### src/rtl/ivector_pkg.sv
// ivector_pkg
// Shared constants and helpers for the ivector_queue relay.
//   MODE_BACKPRESSURE : a full buffer lowers say__RDY until a slot frees.
//   MODE_DROP_OLDEST  : a full buffer accepts new requests and discards the head.
//   clog2             : elaboration-time ceiling log2, used for pointer widths.
// The {meth, v} entry struct depends on module parameters, so it is declared
// inside the modules that use it rather than here.
package ivector_pkg;

   localparam int MODE_BACKPRESSURE = 0;
   localparam int MODE_DROP_OLDEST  = 1;

   function automatic int clog2(input int n);
      int r;
      r = 0;
      while ((1 << r) < n) begin
         r = r + 1;
      end
      return r;
   endfunction

endpackage

### src/rtl/ivector_queue_ram.sv
// ivector_queue_ram
// Entry storage for ivector_queue: DEPTH words of WIDTH bits, one write port,
// one asynchronous read port. Contents are not reset.
// Ports:
//   CLK   - clock, write happens on the rising edge
//   we    - write enable
//   waddr - write address
//   wdata - write data
//   raddr - read address
//   rdata - read data, combinational from raddr
module ivector_queue_ram
   import ivector_pkg::*;
#(
   parameter  int WIDTH = 384,
   parameter  int DEPTH = 4,
   localparam int AW    = clog2(DEPTH)
) (
   input  logic             CLK,
   input  logic             we,
   input  logic [AW-1:0]    waddr,
   input  logic [WIDTH-1:0] wdata,
   input  logic [AW-1:0]    raddr,
   output logic [WIDTH-1:0] rdata
);

   logic [WIDTH-1:0] mem [DEPTH];

   always_ff @(posedge CLK) begin
      if (we) begin
         mem[waddr] <= wdata;
      end
   end

   // The head must be visible in the same cycle it is delivered.
   assign rdata = mem[raddr];

endmodule

### src/rtl/ivector_queue.sv
// ivector_queue
// Request/indication relay: every accepted say(meth, v) is re-emitted, in
// order, as ind_heard(meth, v) from a DEPTH-entry circular buffer.
// Ports:
//   CLK, nRST             - clock and asynchronous active-low reset
//   say__ENA/meth/v/RDY   - request port
//   ind_heard__ENA/...    - indication port, head entry shown combinationally
//   ind_heard__RDY        - indication consumer ready
//   flush                 - clears buffered entries at the next edge
//   occupancy             - entries currently held
//   drop_count            - entries discarded in drop-oldest mode (saturating)
//   heard_seq             - number of delivered indications, wrapping
module ivector_queue
   import ivector_pkg::*;
#(
   parameter  int META_W = 192,
   parameter  int DATA_W = 192,
   parameter  int DEPTH  = 4,
   parameter  int MODE   = MODE_BACKPRESSURE,
   parameter  int SEQ_W  = 11,
   parameter  int CNT_W  = 16,
   localparam int AW     = clog2(DEPTH),
   localparam int OW     = clog2(DEPTH) + 1
) (
   input  logic              CLK,
   input  logic              nRST,
   input  logic              say__ENA,
   input  logic [META_W-1:0] say_meth,
   input  logic [DATA_W-1:0] say_v,
   output logic              say__RDY,
   output logic              ind_heard__ENA,
   output logic [META_W-1:0] ind_heard_heard_meth,
   output logic [DATA_W-1:0] ind_heard_heard_v,
   input  logic              ind_heard__RDY,
   input  logic              flush,
   output logic [OW-1:0]     occupancy,
   output logic [CNT_W-1:0]  drop_count,
   output logic [SEQ_W-1:0]  heard_seq
);

   typedef struct packed {
      logic [META_W-1:0] meth;
      logic [DATA_W-1:0] v;
   } entry_t;

   logic [AW-1:0]    wr_ptr_reg, wr_ptr_next;
   logic [AW-1:0]    rd_ptr_reg, rd_ptr_next;
   logic [OW-1:0]    occ_reg, occ_next;
   logic [SEQ_W-1:0] seq_reg, seq_next;
   logic [CNT_W-1:0] drop_reg, drop_next;

   logic   full, empty, enq, deq, drop;
   entry_t wr_entry, head;

   assign full  = (occ_reg == OW'(DEPTH));
   assign empty = (occ_reg == '0);

   // Depends only on registered occupancy, never on the indication ready.
   assign say__RDY = (MODE == MODE_DROP_OLDEST) ? 1'b1 : !full;

   assign enq = say__ENA & say__RDY & !flush;
   assign deq = !empty & ind_heard__RDY & !flush;

   // Overwrite-the-head case: when full, wr_ptr equals rd_ptr, so writing the
   // new entry and advancing both pointers discards exactly the oldest entry.
   assign drop = enq & full & !deq;

   assign ind_heard__ENA = deq;

   assign wr_entry.meth = say_meth;
   assign wr_entry.v    = say_v;

   ivector_queue_ram #(
      .WIDTH (META_W + DATA_W),
      .DEPTH (DEPTH)
   ) u_ram (
      .CLK   (CLK),
      .we    (enq),
      .waddr (wr_ptr_reg),
      .wdata (wr_entry),
      .raddr (rd_ptr_reg),
      .rdata (head)
   );

   assign ind_heard_heard_meth = empty ? '0 : head.meth;
   assign ind_heard_heard_v    = empty ? '0 : head.v;

   always_comb begin
      wr_ptr_next = wr_ptr_reg;
      rd_ptr_next = rd_ptr_reg;
      occ_next    = occ_reg;
      seq_next    = seq_reg;
      drop_next   = drop_reg;
      if (flush) begin
         wr_ptr_next = '0;
         rd_ptr_next = '0;
         occ_next    = '0;
      end else begin
         if (enq) begin
            wr_ptr_next = wr_ptr_reg + 1'b1;
         end
         if (deq || drop) begin
            rd_ptr_next = rd_ptr_reg + 1'b1;
         end
         if (enq && !deq && !drop) begin
            occ_next = occ_reg + 1'b1;
         end else if (deq && !enq) begin
            occ_next = occ_reg - 1'b1;
         end
         if (deq) begin
            seq_next = seq_reg + 1'b1;
         end
         if (drop && (drop_reg != '1)) begin
            drop_next = drop_reg + 1'b1;
         end
      end
   end

   always_ff @(posedge CLK or negedge nRST) begin
      if (!nRST) begin
         wr_ptr_reg <= '0;
         rd_ptr_reg <= '0;
         occ_reg    <= '0;
         seq_reg    <= '0;
         drop_reg   <= '0;
      end else begin
         wr_ptr_reg <= wr_ptr_next;
         rd_ptr_reg <= rd_ptr_next;
         occ_reg    <= occ_next;
         seq_reg    <= seq_next;
         drop_reg   <= drop_next;
      end
   end

   assign occupancy  = occ_reg;
   assign drop_count = drop_reg;
   assign heard_seq  = seq_reg;

endmodule

### config.mk
export PLATFORM = sky130hd
export DESIGN_NAME = ivector_queue
export DESIGN_NICKNAME = d
export VERILOG_FILES = /design/src/rtl/ivector_pkg.sv /design/src/rtl/ivector_queue_ram.sv /design/src/rtl/ivector_queue.sv
export SDC_FILE = /design/constraint.sdc
export NUM_CORES = 1
export LEC_CHECK = 0
export CORE_MARGIN = 2
export CORE_UTILIZATION = 45
export CTS_CLUSTER_SIZE = 14
export DETAILED_ROUTE_END_ITERATION = 7
export PLACE_DENSITY = 0.67
export REMOVE_ABC_BUFFERS = 1
export SLEW_MARGIN = 40
export SYNTH_ARGS = -nofsm -noshare
export SYNTH_HDL_FRONTEND = slang
export SYNTH_SLANG_ARGS = --single-unit
### constraint.sdc
create_clock -name CLK -period 11.4 [get_ports CLK]
set_input_delay 1.14 -clock CLK [delete_from_list [all_inputs] [get_ports CLK]]
set_output_delay 1.14 -clock CLK [all_outputs]
set_load 0.02 [all_outputs]
==> results.md <==
- Status: finished clean
- Clk sinks: 1570
- Setup violations, final: 0
- RSZ-0062 raised after global routing: no
- Wire per inst: 24.7 µm
- Post-route ant nets: 0
- Clock power share: 31.6%
- Via count: 28200
- Cell area after synthesis: 59600 µm²
- Layout cells sized above 1: 18.3%
- DRC Markers: 0
- Fill count: 9631
- Dpl cells: 5019
- Crit path required time: 10.26 ns
- Layout Cells excl Fill: 5334
- Min Tclk post-route: 5.73 ns
- DRT Wirelength: 132000 µm
- Combinational Power Share: 25.9%
- Post-synthesis register bit count: 1570
- Top reg by flops: u_ram.mem
- Register area share after synthesis: 78.8%
- Multiplexer area fraction after synthesis: 14.6%
- Max-capacitance violation count: 0
- # IOs: 805
- Slew margin rel.: 38.7%
- CP arrival: 4.59 ns
- CP Launch Type: register
- HP Class: reg -> reg
- Maximum vdd drop: 141 µV
- # hold bufs at CTS: 0
- Synth Area in Compound Gates: 0.111%
- Fmax: 175 MHz
- Vias per cell: 5.29
- Sequential cell fraction of total power: 42.5%
- Area delta synth->final: 25.3%
- Vias in the first global route: 29400
- XOR/XNOR Fraction of Synth Area: 0.235%
- Post-Synth Simple-Gate Area: 4.48%
- Die area: 135000 µm²
- Total clock buffers created by CTS: 159
- Clk Latency, worst-skew pair: 0.77 ns
- Number of detailed-route iterations in the first pass: 5
- Commonest non-fill, non-tap cell in the layout: edfxtp_1
- Worst slew pin tran: 0.920 ns
- First-pass GRT wire length: 193000 µm
- Yosys top cell by area: edfxtp_1
- IO buf count: 804
- Psw: 4.34 mW
- Worst R2R Path Depth: 6
- Pin count of the biggest net entering global routing: 151
- Clk_skew: 0.0218 ns
- Critical path class: reg -> out
- Largest family of logic cells by synthesized area: multiplexers
- H-tree levels: 4
- Num rows: 133
- Post-synthesis adder-cell area fraction: 0.139%
- P_leak: 23.5 nW
- Post_cts resized: 0
- Commonest cells after routing, fill and taps aside: 1536 x edfxtp_1, 804 x clkdlybuf4s50_1, 385 x and2_1, 384 x mux4_2, 165 x clkbuf_16
- Final HPWL from detailed placement: 80400 µm
- Hold depth: 0
- GRT Overall Usage: 19.3%
- Syn Inst Count: 2574
- Yosys warnings: 0
- Fin Hold WS: 0.373 ns
- Fin. max-slew vios: 0
- Clock-pin slew on the worst setup and hold paths: 0.06 ns
- Clock Tree Buf Depth: 3
- DRT iter0 DRCs: 1764
- CP endpoint kind: output pin
- Crit Path Max Fanout: 85
- Max FFs per register: 1536
- Ranking of synthesized cells by area: edfxtp_1 77%, mux4_2 15%, and2_1 4.1%, dfrtp_1 1.4%, buf_6 0.85%
- Setup Buffers After CTS: 0
- Initial antenna violation count: 48
- Syn Area/Cell: 23.1 µm²
- Core area: 131000 µm²
- PwrDens: 212 nW/µm²
- P_int: 11.5 mW
- Die width: 368 µm
- Root Buffer: clkbuf_16
- Net count, final: 3825
- Share of the synthesized area in the top cell type: 77.4%
- Die height: 368 µm
- Sw Ratio: 27.4%
- Count of cell types in the netlist: 37
- GP Congestion: 0.764
- Starting Density: 45.3%
- Total gr overflow: 0
- Crit share post-route: 50.2%
- Final hold violation count: 0
- CTS tree: done
[worst paths after layout]
kind / startpoint / endpoint / slack, ns
max in group asynchronous: nRST / rd_ptr_reg[0] / 10.26
worst min-delay path: drop_count[9] / drop_count[9] / 0.37
worst max register to register: occupancy[2] / u_ram.mem[2][175] / 7.70
worst max-delay path: rd_ptr_reg[0] / ind_heard_heard_v[171] / 5.67
worst min register to register: drop_count[9] / drop_count[9] / 0.37
min in group asynchronous: nRST / drop_count[6] / 0.79
[power by group through the flow]
stage,clock [mW],sequential (mW),combinational (mW)
global route,5.35,6.74,4.35
global placement,0,6.84,4.14
CTS,5.13,6.73,4.19
detailed placement,0,6.85,4.17
floorplan,0,7.15,2.75
finish,5.01,6.72,4.10
[area by class of cell]
cell class              instances  area [µm²]  area share, %
flip-flops and latches       1570       47000           62.9
well taps                    1755        2200           2.94
clock inverters                86         758           1.02
diodes                         21        52.6         0.0704
repair buffers                846        8760           11.7
multi-input cells             848       11600           15.6
inverters                       5        18.8         0.0251
clock buffers                 203        4270           5.72
[critical path, cell delays in order, from the launching register on]
cell and delay (ns):
dfrtp_4 0.76, buf_12 0.37, buf_16 0.39, buf_12 0.55
mux4_2 0.63, and2_1 0.18, clkdlybuf4s50_1 0.59
[layer usage]
metal	GRT usage, %	routed length [µm]	part of all wire (%)
met1	23.5	50000	38
met4	6.79	3640	2.8
met5	0	326	0.25
met2	31.4	66400	50
met3	7.44	11400	8.7
[kinds of logic (layout without fill, tap and decap cells)]
group / count (synthesis) / after routing
fa+ha+maj: 6 / 6
compound gates: 10 / 10
other cells: 0 / 21
simple gates: 430 / 430
buf+inv: 156 / 1140
xor+xnor: 16 / 16
mux: 386 / 386
flops: 1570 / 1570
[stage by stage]
stage                     util [%]  setup TNS (ns)  instance area, µm²  setup slack (ns)  power (mW)
after floorplan                  -        -2070.91               58600             -5.38        9.90
after global placement        52.7               0               69300              6.28        11.0
after detailed placement      52.8               0               69500              6.32        11.0
after CTS                     56.7               0               74500              5.48        16.0
after global routing          56.8               0               74700              5.32        16.4
final                         56.8               0               74700              5.67        15.8
[cell usage after synthesis (all sizes together)]
cell        n
xor2        8
dfrtp      34
a2111oi     2
edfxtp   1536
xnor2       8
nor3b       2
and2      389
o21ai       1
nor4b       1
or3         1
inv         5
mux2i       1
clkbuf     62
o22ai       1
a21oi       2
nand2b      1
nand3       9
and4b       1
fa          1
and3        2
a31oi       2
nand2       8
mux4      384
nor3        3
a211oi      1
buf        89
ha          5
nand4b      1
nor4        1
or3b        1
and3b       1
mux2        1
nor2        9
a21o        1
Power figures use the tool's default switching activity.
